==> config.mk <==
export PLATFORM = sky130hd
export DESIGN_NAME = lsu_rv32i_flat
export DESIGN_NICKNAME = d
export VERILOG_FILES = /design/src/rtl/lsu_rv32i_pkg.sv /design/src/rtl/lsu_rv32i_if.sv /design/src/rtl/lsu_rv32i_load_ext.sv /design/src/rtl/lsu_rv32i.sv /design/src/flat_wrapper.sv
export SDC_FILE = /design/constraint.sdc
export NUM_CORES = 1
export LEC_CHECK = 0
export BUFFER_PORTS_ARGS = -buffer_cell sky130_fd_sc_hd__buf_2
export CAP_MARGIN = 20
export CORE_ASPECT_RATIO = 1.4
export CORE_MARGIN = 4
export CORE_UTILIZATION = 40
export CTS_BUF_LIST = sky130_fd_sc_hd__clkbuf_8
export CTS_CLUSTER_SIZE = 20
export DETAILED_ROUTE_END_ITERATION = 10
export PLACE_DENSITY_LB_ADDON = 0.08
export RECOVER_POWER = 50
export SLEW_MARGIN = 40
export SYNTH_ARGS = -nofsm -noshare
export SYNTH_HDL_FRONTEND = slang
export SYNTH_SLANG_ARGS = --single-unit
==> constraint.sdc <==
create_clock -name clock -period 2.7 [get_ports clock]
set_clock_uncertainty 0.15 [all_clocks]
set_input_delay 0 -clock clock [delete_from_list [all_inputs] [get_ports clock]]
set_output_delay 0 -clock clock [all_outputs]
set_load 0.03 [all_outputs]
==> src/rtl/lsu_rv32i_pkg.sv <==
// Shared encodings for the RV32I load/store unit: control-unit load/store types,
// FSM state encoding and the alignment rule used when an access is accepted.
package rv32i_lsu_pkg;

    localparam logic [2:0] LT_LB  = 3'b000;
    localparam logic [2:0] LT_LH  = 3'b001;
    localparam logic [2:0] LT_LW  = 3'b010;
    localparam logic [2:0] LT_LBU = 3'b011;
    localparam logic [2:0] LT_LHU = 3'b100;

    localparam logic [1:0] ST_SB = 2'b00;
    localparam logic [1:0] ST_SH = 2'b01;
    localparam logic [1:0] ST_SW = 2'b10;

    typedef enum logic [1:0] {
        IDLE = 2'd0,
        REQ  = 2'd1,
        DONE = 2'd2
    } lsu_state_t;

    // Unlisted load/store encodings behave as full-word accesses.
    function automatic logic is_misaligned(input logic       is_store,
                                           input logic [2:0] loadtype,
                                           input logic [1:0] storetype,
                                           input logic [1:0] addr_lo);
        logic mis;
        mis = 1'b0;
        if (is_store) begin
            case (storetype)
                ST_SB:   mis = 1'b0;
                ST_SH:   mis = addr_lo[0];
                default: mis = |addr_lo;
            endcase
        end else begin
            case (loadtype)
                LT_LB, LT_LBU: mis = 1'b0;
                LT_LH, LT_LHU: mis = addr_lo[0];
                default:       mis = |addr_lo;
            endcase
        end
        return mis;
    endfunction

endpackage

==> src/rtl/lsu_rv32i_if.sv <==
// Data-memory bus between the load/store unit (master) and memory (slave).
interface lsu_mem_if;
    logic        mem_req;
    logic        mem_we;
    logic [31:0] mem_addr;
    logic [3:0]  mem_be;
    logic [31:0] mem_wdata;
    logic        mem_ack;
    logic [31:0] mem_rdata;

    modport master (
        output mem_req, mem_we, mem_addr, mem_be, mem_wdata,
        input  mem_ack, mem_rdata
    );

    modport slave (
        input  mem_req, mem_we, mem_addr, mem_be, mem_wdata,
        output mem_ack, mem_rdata
    );
endinterface

==> src/rtl/lsu_rv32i_load_ext.sv <==
// Combinational load formatter: picks the addressed byte/halfword out of the
// memory word and sign- or zero-extends it according to the load type.
module lsu_load_ext
    import rv32i_lsu_pkg::*;
(
    input  logic [31:0] rdata,
    input  logic [1:0]  addr_lo,
    input  logic [2:0]  loadtype,
    output logic [31:0] result
);

    logic [31:0] shifted;
    logic [7:0]  byte_sel;
    logic [15:0] half_sel;

    always_comb begin
        shifted  = rdata >> {addr_lo, 3'b000};
        byte_sel = shifted[7:0];
        half_sel = addr_lo[1] ? rdata[31:16] : rdata[15:0];
        case (loadtype)
            LT_LB:   result = {{24{byte_sel[7]}}, byte_sel};
            LT_LH:   result = {{16{half_sel[15]}}, half_sel};
            LT_LBU:  result = {24'h0, byte_sel};
            LT_LHU:  result = {16'h0, half_sel};
            default: result = rdata;
        endcase
    end

endmodule

==> src/rtl/lsu_rv32i.sv <==
// RV32I load/store unit: registered req/ack memory access with lane placement,
// load extension and core stall. Define LSU_TIMEOUT_EN to abort unacknowledged requests.
module lsu_rv32i
    import rv32i_lsu_pkg::*;
#(
    parameter int TIMEOUT_CYCLES = 16
) (
    input  logic        clock,
    input  logic        reset_n,
    input  logic        lsu_load,
    input  logic        cu_store,
    input  logic [2:0]  cu_loadtype,
    input  logic [1:0]  cu_storetype,
    input  logic [31:0] lsu_addr,
    input  logic [31:0] lsu_wdata,
    output logic        lsu_stall,
    output logic [31:0] lsu_rdata,
    output logic        lsu_valid,
    output logic        lsu_misalign,
    lsu_mem_if.master   mem
);

    if (TIMEOUT_CYCLES < 1) begin : g_timeout_range
        $error("lsu_rv32i: TIMEOUT_CYCLES must be at least 1");
    end

    lsu_state_t  state, state_next;
    logic        access, misaligned, timeout_hit;
    logic        stall_c, req_c, valid_c, misalign_c;
    logic [3:0]  be_c;
    logic [31:0] wdata_c, load_ext;

    logic        err_q, is_load_q, we_q;
    logic [1:0]  addr_lo_q;
    logic [2:0]  loadtype_q;
    logic [31:0] addr_q, wdata_q, rdata_q;
    logic [3:0]  be_q;

    assign access     = lsu_load | cu_store;
    assign misaligned = is_misaligned(cu_store, cu_loadtype, cu_storetype, lsu_addr[1:0]);

    lsu_load_ext u_load_ext (
        .rdata    (mem.mem_rdata),
        .addr_lo  (addr_lo_q),
        .loadtype (loadtype_q),
        .result   (load_ext)
    );

    // Store data is replicated across lanes; the byte enables pick the real target.
    always_comb begin
        be_c    = 4'b1111;
        wdata_c = 32'h0;
        if (cu_store) begin
            case (cu_storetype)
                ST_SB: begin
                    be_c    = 4'b0001 << lsu_addr[1:0];
                    wdata_c = {4{lsu_wdata[7:0]}};
                end
                ST_SH: begin
                    be_c    = 4'b0011 << {lsu_addr[1], 1'b0};
                    wdata_c = {2{lsu_wdata[15:0]}};
                end
                default: begin
                    be_c    = 4'b1111;
                    wdata_c = lsu_wdata;
                end
            endcase
        end
    end

`ifdef LSU_TIMEOUT_EN
    localparam int CNT_W = $clog2(TIMEOUT_CYCLES + 1);
    logic [CNT_W-1:0] wait_cnt;

    always_ff @(posedge clock or negedge reset_n) begin
        if (!reset_n) begin
            wait_cnt <= '0;
        end else if (state == IDLE) begin
            wait_cnt <= '0;
        end else if (state == REQ && !mem.mem_ack) begin
            wait_cnt <= wait_cnt + CNT_W'(1);
        end
    end

    assign timeout_hit = !mem.mem_ack && (wait_cnt == CNT_W'(TIMEOUT_CYCLES - 1));
`else
    assign timeout_hit = 1'b0;
`endif

    always_ff @(posedge clock or negedge reset_n) begin
        if (!reset_n) begin
            state <= IDLE;
        end else begin
            state <= state_next;
        end
    end

    always_comb begin
        state_next = state;
        stall_c    = 1'b0;
        req_c      = 1'b0;
        valid_c    = 1'b0;
        misalign_c = 1'b0;
        case (state)
            IDLE: begin
                if (access) begin
                    stall_c    = 1'b1;
                    state_next = misaligned ? DONE : REQ;
                end
            end
            REQ: begin
                stall_c = 1'b1;
                req_c   = 1'b1;
                if (mem.mem_ack || timeout_hit) begin
                    state_next = DONE;
                end
            end
            DONE: begin
                valid_c    = !err_q;
                misalign_c = err_q;
                state_next = IDLE;
            end
            default: state_next = IDLE;
        endcase
    end

    // Access attributes are frozen on acceptance so the bus stays stable through REQ.
    always_ff @(posedge clock or negedge reset_n) begin
        if (!reset_n) begin
            err_q      <= 1'b0;
            is_load_q  <= 1'b0;
            we_q       <= 1'b0;
            addr_lo_q  <= 2'b00;
            loadtype_q <= 3'b000;
            addr_q     <= 32'h0;
            wdata_q    <= 32'h0;
            be_q       <= 4'h0;
            rdata_q    <= 32'h0;
        end else begin
            case (state)
                IDLE: begin
                    if (access) begin
                        err_q <= misaligned;
                        if (misaligned) begin
                            rdata_q <= 32'h0;
                        end else begin
                            is_load_q  <= !cu_store;
                            we_q       <= cu_store;
                            addr_lo_q  <= lsu_addr[1:0];
                            loadtype_q <= cu_loadtype;
                            addr_q     <= {lsu_addr[31:2], 2'b00};
                            wdata_q    <= wdata_c;
                            be_q       <= be_c;
                        end
                    end
                end
                REQ: begin
                    if (mem.mem_ack) begin
                        if (is_load_q) begin
                            rdata_q <= load_ext;
                        end
                    end else if (timeout_hit) begin
                        err_q   <= 1'b1;
                        rdata_q <= 32'h0;
                    end
                end
                default: ;
            endcase
        end
    end

    assign lsu_stall     = stall_c & reset_n;
    assign lsu_valid     = valid_c;
    assign lsu_misalign  = misalign_c;
    assign lsu_rdata     = rdata_q;
    assign mem.mem_req   = req_c;
    assign mem.mem_we    = we_q;
    assign mem.mem_addr  = addr_q;
    assign mem.mem_be    = be_q;
    assign mem.mem_wdata = wdata_q;

endmodule
==> src/flat_wrapper.sv <==
// flat-port wrapper written by rule: the top's interface ports become plain ports
module lsu_rv32i_flat import rv32i_lsu_pkg::*;
#(
    parameter int TIMEOUT_CYCLES = 16
)
  (clock, reset_n, lsu_load, cu_store, cu_loadtype, cu_storetype, lsu_addr, lsu_wdata, lsu_stall, lsu_rdata, lsu_valid, lsu_misalign, mem_mem_req, mem_mem_we, mem_mem_addr, mem_mem_be, mem_mem_wdata, mem_mem_ack, mem_mem_rdata);
  lsu_mem_if mem_i ();
  input  logic clock;
  input  logic reset_n;
  input  logic lsu_load;
  input  logic cu_store;
  input  logic [2:0] cu_loadtype;
  input  logic [1:0] cu_storetype;
  input  logic [31:0] lsu_addr;
  input  logic [31:0] lsu_wdata;
  output logic lsu_stall;
  output logic [31:0] lsu_rdata;
  output logic lsu_valid;
  output logic lsu_misalign;
  output wire logic [$bits(mem_i.mem_req)-1:0] mem_mem_req;
  output wire logic [$bits(mem_i.mem_we)-1:0] mem_mem_we;
  output wire logic [$bits(mem_i.mem_addr)-1:0] mem_mem_addr;
  output wire logic [$bits(mem_i.mem_be)-1:0] mem_mem_be;
  output wire logic [$bits(mem_i.mem_wdata)-1:0] mem_mem_wdata;
  input wire logic [$bits(mem_i.mem_ack)-1:0] mem_mem_ack;
  input wire logic [$bits(mem_i.mem_rdata)-1:0] mem_mem_rdata;
  assign mem_mem_req = mem_i.mem_req;
  assign mem_mem_we = mem_i.mem_we;
  assign mem_mem_addr = mem_i.mem_addr;
  assign mem_mem_be = mem_i.mem_be;
  assign mem_mem_wdata = mem_i.mem_wdata;
  assign mem_i.mem_ack = mem_mem_ack;
  assign mem_i.mem_rdata = mem_mem_rdata;
  lsu_rv32i #(.TIMEOUT_CYCLES(TIMEOUT_CYCLES)) u_core (.clock(clock), .reset_n(reset_n), .lsu_load(lsu_load), .cu_store(cu_store), .cu_loadtype(cu_loadtype), .cu_storetype(cu_storetype), .lsu_addr(lsu_addr), .lsu_wdata(lsu_wdata), .lsu_stall(lsu_stall), .lsu_rdata(lsu_rdata), .lsu_valid(lsu_valid), .lsu_misalign(lsu_misalign), .mem(mem_i));
endmodule
Word level (Yosys, flattened, before mapping)
Cells that the tools add are included.
{"block": "word_totals", "ff_bits": 108, "in_bits": 106, "output_inout_bits": 105, "elab_cells": 66}
{"block": "classes", "eq_ne": 13, "n_shift": 3, "mux": 23, "n_bitwise": 3, "n_reduce_logical": 14}
{"op": "32-bit 2-to-1 mux", "count": 5}
{"op": "32-bit one-hot mux with 2 select lines", "count": 2}
{"op": "32-bit one-hot mux with 4 select lines", "count": 1}
{"op": "32-bit by 5-bit right shift with 8-bit output", "count": 1}
{"op": "16-bit 2-to-1 mux", "count": 1}
{"op": "4-bit one-hot mux with 2 select lines", "count": 1}
{"op": "3-bit by 1-bit == test with 1-bit output, second input constant", "count": 2}
{"op": "3-bit by 2-bit == test with 1-bit output, second input constant", "count": 2}
{"op": "3-bit == test, second input constant", "count": 2}
{"op": "3-bit zero test", "count": 2}
{"op": "2-bit 2-to-1 mux", "count": 3}
{"op": "2-bit by 1-bit inequality test with 1-bit output, second input constant", "count": 3}
{"op": "1-bit one-hot mux with 2 select lines", "count": 3}
{"op": "2-bit OR reduction", "count": 3}
{"op": "1-bit 2-to-1 mux", "count": 5}
{"op": "5-bit AND reduction", "count": 1}
{"op": "2-bit by 1-bit == test with 1-bit output, second input constant", "count": 2}
{"op": "2-bit zero test", "count": 2}
{"op": "4-bit 2-to-1 mux", "count": 1}
{"op": "2-bit one-hot mux with 2 select lines", "count": 1}
{"op": "2-bit AND reduction", "count": 2}
{"op": "1-bit by 2-bit left shift with 4-bit output, first input constant", "count": 1}
{"op": "2-bit by 2-bit left shift with 4-bit output, first input constant", "count": 1}
{"op": "3-bit AND reduction", "count": 1}
{"op": "7 further kinds", "count": 8}

Logic depth before layout (Yosys ltp)
Gate-level depths: netlist (run 1).
{"block": "depth", "ltp_word": 7, "depth_mapped": 8, "mapped_depth_nobuf": 5}

Modules after synthesis
Synthesis (run 1) repeated with hierarchy kept, for this count alone.
{"block": "unflattened", "hier_cells": 798, "hier_area_um2": 6865.3}
{"module": "lsu_rv32i", "instances": 1, "cells_each": 645, "area_each_um2": 5845.6, "seq_area_each_um2": 2702.6}
{"module": "lsu_load_ext", "instances": 1, "cells_each": 153, "area_each_um2": 1019.7, "seq_area_each_um2": 0.0}

Worst setup path after synthesis (run 1)
No wires, ideal clock.
{"block": "synth_timing", "path_kind": "register to register", "start": "reg u_core.loadtype_q[1]", "end": "reg u_core.rdata_q[25] (netlist: u_core.lsu_rdata[25])", "setup_time_ns": 0.125, "t_arrival_ns": 1.581, "required_ns": 2.425, "setup_slack_ns": 0.844, "stages_incl_launch_ff": 8, "n_path_buf": 2, "period_less_slack_ns": 1.856, "path_cell_list": "dfrtp_1 > clkbuf_1 > mux2i_2 > o31ai_1 > a21oi_2 > buf_4 > nor2_1 > mux2_2"}
{"block": "synth_between", "elab_chain_len": 5, "word_cells_on_any_way": 8, "cone_classes": "3 x eq/ne; 4 x mux; 1 x reduce/logical"}
{"item": "start: declaration", "line_no": "lsu_rv32i.sv:35", "source": "logic [2:0] loadtype_q;"}
{"item": "start signal: assignment", "line_no": "lsu_rv32i.sv:150", "source": "loadtype_q <= cu_loadtype;"}
{"item": "3-bit == test (tied with other cells)", "line_no": "lsu_rv32i_load_ext.sv:20", "source": "case (loadtype)"}
{"item": "32-bit one-hot mux with 4 select lines *", "line_no": "lsu_rv32i_load_ext.sv:20"}
{"item": "32-bit 2-to-1 mux *", "line_no": "lsu_rv32i.sv:159", "source": "if (is_load_q) begin"}
{"item": "32-bit 2-to-1 mux *", "line_no": "lsu_rv32i.sv:158", "source": "if (mem.mem_ack) begin"}
{"item": "32-bit one-hot mux with 2 select lines *", "line_no": "lsu_rv32i.sv:140", "source": "case (state)"}
{"item": "end signal: assignment", "line_no": "lsu_rv32i.sv:160", "source": "rdata_q <= load_ext;"}
{"item": "end: declaration", "line_no": "lsu_rv32i.sv:36", "source": "logic [31:0] addr_q, wdata_q, rdata_q;"}
Mark *: on every way between the ends. The rest lies on a longest branch, timed or not. The select of a mux whose other input is x is not followed.
A chain may end at the register's enable or synchronous reset.

Final worst setup path (run 1)
{"block": "layout_timing", "start": "reg u_core.state[1]", "end": "reg u_core.be_q[2] (netlist: u_core.mem.mem_be[2])"}
{"block": "layout_between", "elab_chain_len": 2}
{"item": "start: declaration", "line_no": "lsu_rv32i.sv:27", "source": "lsu_state_t state, state_next;"}
{"item": "start signal: assignment", "line_no": "lsu_rv32i.sv:94", "source": "state <= state_next;"}
{"item": "2-bit zero test", "line_no": "lsu_rv32i.sv:140"}
{"item": "3-bit AND reduction (no source line)"}
{"item": "end signal: assignment", "line_no": "lsu_rv32i.sv:137", "source": "be_q <= 4'h0;"}
{"item": "end signal: assignment", "line_no": "lsu_rv32i.sv:153", "source": "be_q <= be_c;"}
{"item": "end: declaration", "line_no": "lsu_rv32i.sv:37", "source": "logic [3:0] be_q;"}
No other way between the ends.

==> results of run 1 <==
## routing by layer
layer | vias up | track usage, %
met5 | - | 0
met3 | 33 | 4.09
li1 | 2340 | -
met2 | 179 | 40.8
met1 | 2460 | 25.0
met4 | 0 | 9.16
## logic make-up after synthesis
logic type	Yosys count
multiplexers	110
XOR/XNOR	1
other	1
buffers and inverters	59
AND/OR/NAND/NOR	77
AO/OA/AOI/OAI	123
flip-flops	108
## worst max-delay path: stages, from the launching register on
cell and delay, ns:
dfrtp_1 0.46, nor2_1 0.17, a21boi_2 0.32, and3b_2 0.44
a2bb2oi_1 0.19, dlygate4sd3_1 0.58
## state kept, by name, summed over array words and instances (netlist names)
signal,cells
u_core.mem.mem_addr,30
u_core.err_q,1
u_core.is_load_q,1
u_core.mem.mem_be,4
u_core.loadtype_q,3
u_core.mem.mem_we,1
u_core.state,2
u_core.addr_lo_q,2
u_core.lsu_rdata,32
u_core.mem.mem_wdata,32
## what timing repair did
item	CTS	global route
hold endpoints to repair	211	0
setup endpoints to repair	0	0
hold buffers	109	0
## how the worst max path moves through the flow
| stage | start | end | slack [ns] | cells past startpoint |
|---|---|---|---|---|
| 2_1_floorplan | u_core.loadtype_q[1] | u_core.lsu_rdata[25] | 0.84 | 7 |
| 3_3_place_gp | u_core.state[1] | u_core.mem.mem_addr[6] | 0.53 | 5 |
| 3_5_place_dp | u_core.state[1] | u_core.mem.mem_addr[5] | 0.42 | 5 |
| 4_1_cts | u_core.state[1] | u_core.mem.mem_be[2] | 0.38 | 5 |
| 5_1_grt | reset_n | u_core.mem.mem_wdata[17] | 0.16 | 3 |
| 6_report | u_core.state[1] | u_core.mem.mem_be[2] | 0.32 | 5 |
## cell usage in the layout (no fill, tap or decap), drive strengths merged, types with 2 or more instances in the layout
cell / instances
buf: 168
dlygate4sd3: 108
dfrtp: 108
clkbuf: 63
mux2i: 58
mux2: 52
nor2: 41
o21ai: 39
inv: 27
a22o: 22
o2bb2ai: 16
nand2: 14
o221ai: 8
a22oi: 8
a211o: 6
a21oi: 5
nor3: 3
and2: 3
a2bb2oi: 3
clkinv: 3
nor3b: 3
nand4: 2
nand2b: 2
o22ai: 2
o31ai: 2
nor2b: 2
o21a: 2
conb: 2
a21boi: 2
or2: 2
## metrics by stage
step | utilization (%) | setup WS (ns) | cells | hold slack (ns) | total power, mW
4_1_cts | 59.6 | 0.385 | 972 | 0.00538 | 9.24
5_1_grt | 58.9 | 0.161 | 972 | 0.0329 | 9.65
2_1_floorplan | - | 0.844 | 480 | -0.446 | 6.65
3_5_place_dp | 50.1 | 0.420 | 847 | -0.149 | 8.14
3_3_place_gp | 50.1 | 0.533 | 847 | -0.149 | 8.05
6_report | 58.9 | 0.319 | 972 | 0.0415 | 9.08
## where the power goes
group / switching (mW) / internal [mW]
sequential: 0.540 / 2.37
clock: 0.579 / 0.345
combinational: 3.31 / 1.94
## synth_stat cells (2+ instances only)
cell type,number
dfrtp_1,108
mux2i_1,57
nor2_1,41
o21ai_0,36
mux2_2,28
mux2_4,24
inv_1,23
a22o_1,22
o2bb2ai_1,16
clkbuf_1,14
nand2_1,14
buf_4,9
a22oi_1,8
o221ai_1,8
buf_2,7
a211o_1,6
buf_6,4
a21oi_2,3
a2bb2oi_1,3
and2_1,3
nor3_1,3
a21oi_1,2
buf_1,2
nand2b_1,2
nand4_1,2
nor2b_1,2
nor3b_1,2
o21a_1,2
o21ai_1,2
o22ai_1,2
o31ai_1,2
## final cells by class
class,instances,area (µm²)
Sequential cell,108,2700
Tap cell,182,228
Fill cell,1228,5530
Clock inverter,7,53.8
Timing Repair Buffer,330,2170
Inverter,23,86.3
Multi-Input combinational cell,313,2550
Clock buffer,9,124
==> impl_metrics.json, run 1 <==
{
  "synth-compound-area-share_pct": 16.4,
  "synth_edf_count": 0,
  "syn_avg_cell_area_um2": 11.6,
  "viasPerCell": 5.16,
  "netlist_top_cells_area": "dfrtp_1 49%, mux2i_1 10%, mux2_4 6.5%, mux2_2 5.7%, a22o_1 3.5%",
  "r2r_end": "u_core.mem.mem_be[2]",
  "timing.rr.start": "u_core.state[1]",
  "netlist_area_um2": 5540,
  "maxSlewHeadroom_pct": -26.0,
  "peakVddDrop_v": 0.000688,
  "antenna_found_initial": 0,
  "setup-violations-final": 0,
  "rsz0062_at_grt": "no",
  "dieArea_um2": 15800,
  "cp_max_fo": 10,
  "vias": 5012,
  "yosys.area_share.simple_pct": 6.51,
  "crit_arrival_ns": 2.54,
  "ys.flop_type": "dfrtp_1",
  "fmax_ghz": 0.420,
  "row_count": 50,
  "clock_sinks": 108,
  "hold_violations": 0,
  "async_reset_ff_share_pct": 100,
  "boundaryPins": 211,
  "first_pass_iters": 4,
  "synthAdderAreaFrac_pct": 0,
  "critPathLaunchType": "register",
  "clk_pin_slew_ns": 0.11,
  "clk_latency_ns": 0.37,
  "hold_end": "u_core.lsu_rdata[29]",
  "grt_pass1_wl_mm": 27.9,
  "ys_seq_elements": 108,
  "die_h_um": 147,
  "crit_required_ns": 2.86,
  "synth_top_family_by_area": "multiplexers",
  "fin_crit_ns": 2.38,
  "clockBufferDepth": 2,
  "reg2reg_depth": 5,
  "totalWireLength_mm": 17.6,
  "synthMuxAreaShare_pct": 22.8,
  "grt.total_usage_pct": 22.2,
  "top_layer": "met4",
  "tightest_slew_ns": 1.89,
  "gp_congestion": 0.761,
  "design.core.area_um2": 13500,
  "placedInstanceArea_um2": 6740,
  "endpoint_kind": "register",
  "start_util_pct": 41.2,
  "drtIter0Drc": 160,
  "wl_per_cell_um": 18.1,
  "htree_levels": 3,
  "violations": "max-capacitance violations, max-slew violations",
  "die_w_um": 107,
  "synth_cells": 479,
  "cts_root_buffer": "clkbuf_8",
  "grt_start_max_net_pins": 73,
  "yosysUniqueCellTypes": 53,
  "drc": 0,
  "yosysWarnings": 0,
  "io_buffers": 208,
  "final_area_um2": 7920,
  "tns_ns": 0,
  "grt_overflow": 0,
  "r2r_slack_ns": 0.32,
  "outcome": "finished with violations",
  "routedLengthMet1_mm": 6.58,
  "cts_setup_buffers": 0,
  "fin_crit_sh_pct": 88.2,
  "area.growth.synth_to_final_pct": 43.0,
  "wl_met2_mm": 9.43,
  "min_from": "mem_mem_rdata[29]",
  "synth_top_cell_by_area": "dfrtp_1",
  "holdPathStages": 4,
  "p_leak_nw": 3.78,
  "powerDensity_nw_per_um2": 1150,
  "hpwlAfterDp_mm": 12.0,
  "postRouteAntennaNets": 0,
  "critical_path_class": "reg -> reg",
  "layout-drive-gt1-share_pct": 31.1,
  "dr_wl_met3_mm": 1.03,
  "cts_tree": "done",
  "ys_seq_area_share_pct": 48.8,
  "cap_violations": 2,
  "maxSlewViolCount": 110,
  "cts_made_buffers": 9,
  "grt_pass1_vias": 5367,
  "min_path_type": "in -> reg",
  "synth_xor_area_share_pct": 0.158,
  "yosysTopAreaCellShare_pct": 48.8,
  "num_antenna_cells": 0,
  "nets": 891,
  "cts_resized": 0
}
No activity file was read; power rests on OpenSTA's default activity.
==> inputs of run 2 (changes only) <==
--- a/config.mk
+++ b/config.mk
@@ -19,3 +19,4 @@
 export SYNTH_ARGS = -nofsm -noshare
 export SYNTH_HDL_FRONTEND = slang
 export SYNTH_SLANG_ARGS = --single-unit
+export TNS_END_PERCENT = 100
==> constraint.sdc (replaced) <==
create_clock -name clock -period 2.8 [get_ports clock]
set_clock_uncertainty 0.15 [all_clocks]
set_input_delay 0 -clock clock [delete_from_list [all_inputs] [get_ports clock]]
set_output_delay 0 -clock clock [all_outputs]
set_load 0.03 [all_outputs]
==> run 2 against run 1 <==
Net effect: the run now ends clean; clock power is 0.6% lower; non-clock buffer count shrank 5; final cell count shrank 0.51%; utilization decreased by 0.71 points; total power fell by 4.6%; clock-buffer cell count is the same; global-route usage fell by 0.28 points; sequential power is 4% lower; routed wire length shrank 1.1%; final area decreased by 1.2%; worst setup slack better by 0.18 ns; critical path type unchanged; critical endpoint is now u_core.mem.mem_be[3]; largest power group unchanged.
==> impl_metrics.json, run 2 (synthesis results as in run 1) <==
{
  "outcome": "finished, final reports clean",
  "postRouteAntennaNets": 0,
  "cp_max_fo": 10,
  "boundaryPins": 211,
  "clk_latency_ns": 0.36,
  "min_from": "mem_mem_rdata[29]",
  "maxSlewHeadroom_pct": 32.7,
  "hpwlAfterDp_mm": 12.1,
  "maxSlewViolCount": 0,
  "fin_crit_sh_pct": 82.3,
  "layout_common_cells": "108 x buf_2, 108 x dfrtp_1, 105 x dlygate4sd3_1",
  "antenna_found_initial": 0,
  "wl_per_cell_um": 18.0,
  "clockBufferDepth": 2,
  "drc": 0,
  "cts_resized": 0,
  "hold_violations": 0,
  "crit_required_ns": 2.96,
  "fmax_ghz": 0.434,
  "drtIter0Drc": 192,
  "timing.rr.start": "u_core.state[1]",
  "grt_pass1_vias": 5383,
  "clock_sinks": 108,
  "hold_buffers": 105,
  "grt_start_max_net_pins": 71,
  "crit_end": "u_core.mem.mem_be[3]",
  "crit_start": "u_core.state[1]",
  "peakVddDrop_v": 0.000601,
  "powerDensity_nw_per_um2": 1110,
  "reg2reg_depth": 5,
  "rsz0062_at_grt": "no",
  "r2r_slack_ns": 0.50,
  "crit_buf_inv": 1,
  "nets": 886,
  "dieArea_um2": 15800,
  "fin_crit_ns": 2.30,
  "gp_congestion": 0.788,
  "whs_ns": 0.0525,
  "cp_slowest_cell": "dlygate4sd3_1",
  "cts_tree": "done",
  "grt.total_usage_pct": 21.9,
  "layout-drive-gt1-share_pct": 25.4,
  "crit_cells": 5,
  "start_util_pct": 41.2,
  "viasPerCell": 5.11,
  "worstPathCellList": "nor2_1 > a21boi_2 > and3b_2 > a2bb2oi_1 > dlygate4sd3_1",
  "num_antenna_cells": 0,
  "cts_root_buffer": "clkbuf_8",
  "cap_violations": 0,
  "area.growth.synth_to_final_pct": 41.3,
  "htree_levels": 3,
  "critPathLaunchType": "register",
  "die_w_um": 107,
  "cts_setup_buffers": 0,
  "tns_ns": 0,
  "p_leak_nw": 3.59,
  "first_pass_iters": 5,
  "io_buffers": 208,
  "cts_made_buffers": 9,
  "min_path_type": "in -> reg",
  "endpoint_kind": "register",
  "setup-violations-final": 0,
  "critical_path_class": "reg -> reg",
  "totalWireLength_mm": 17.4,
  "r2r_end": "u_core.mem.mem_be[3]",
  "design.core.area_um2": 13500,
  "grt_overflow": 0,
  "cpPeakStageDelay_ns": 0.56,
  "crit_arrival_ns": 2.46,
  "vias": 4941,
  "cpLargestDelayFamily": "simple AND/OR/NAND/NOR gates",
  "grt_pass1_wl_mm": 27.6,
  "clk_pin_slew_ns": 0.11,
  "tightest_slew_ns": 1.01,
  "die_h_um": 147,
  "row_count": 50
}
[run 2: final cells by class]
type | count | area, µm²
inverter | 23 | 86.3
multi-input combinational | 313 | 2550
tap | 182 | 228
clock buffer | 9 | 124
fill | 1202 | 5630
timing repair buffer | 325 | 2070
clock inverter | 7 | 57.6
sequential | 108 | 2700
[run 2: worst min path at each step]
stage	endpoint	slack, ns	cells past startpoint
after floorplan	u_core.addr_lo_q[0]	-0.45	0
after CTS	u_core.mem.mem_addr[12]	0.01	2
final	u_core.lsu_rdata[29]	0.05	4
after global routing	u_core.lsu_rdata[29]	0.04	4
after global placement	u_core.lsu_rdata[0]	-0.13	1
after detailed placement	u_core.lsu_rdata[0]	-0.12	1
[run 2: routing by layer]
layer / vias to the layer above / part of all wire (%) / GRT usage [%]
met3: 24 / 6.6 / 4.75
li1: 2326 / - / -
met1: 2392 / 38 / 24.6
met2: 199 / 53 / 40.2
met4: 0 / 2.5 / 8.09
met5: - / 0 / 0
[run 2: worst reg2reg max path: cells and delay by family (launching register included)]
kind                   cells  cell delay [ns]
flip-flops                 1             0.46
buffers and inverters      1             0.56
AO/OA/AOI/OAI              2             0.48
AND/OR/NAND/NOR            2             0.61
[run 2: report_power, final]
part / internal, mW / leakage, nW / switching (mW)
combinational: 1.75 / 2.15 / 3.20
clock: 0.341 / 0.0938 / 0.577
sequential: 2.29 / 1.36 / 0.513
[run 2: metrics by stage]
stage	power, mW	area (µm²)	cells	util [%]	worst slack [ns]
final	8.67	7820	967	58.2	0.496
after global routing	9.23	7820	967	58.2	0.290
after CTS	8.91	7960	967	59.2	0.495
after detailed placement	7.84	6730	846	50.0	0.553
after global placement	7.75	6730	846	50.0	0.621
after floorplan	6.41	5540	480	-	0.944
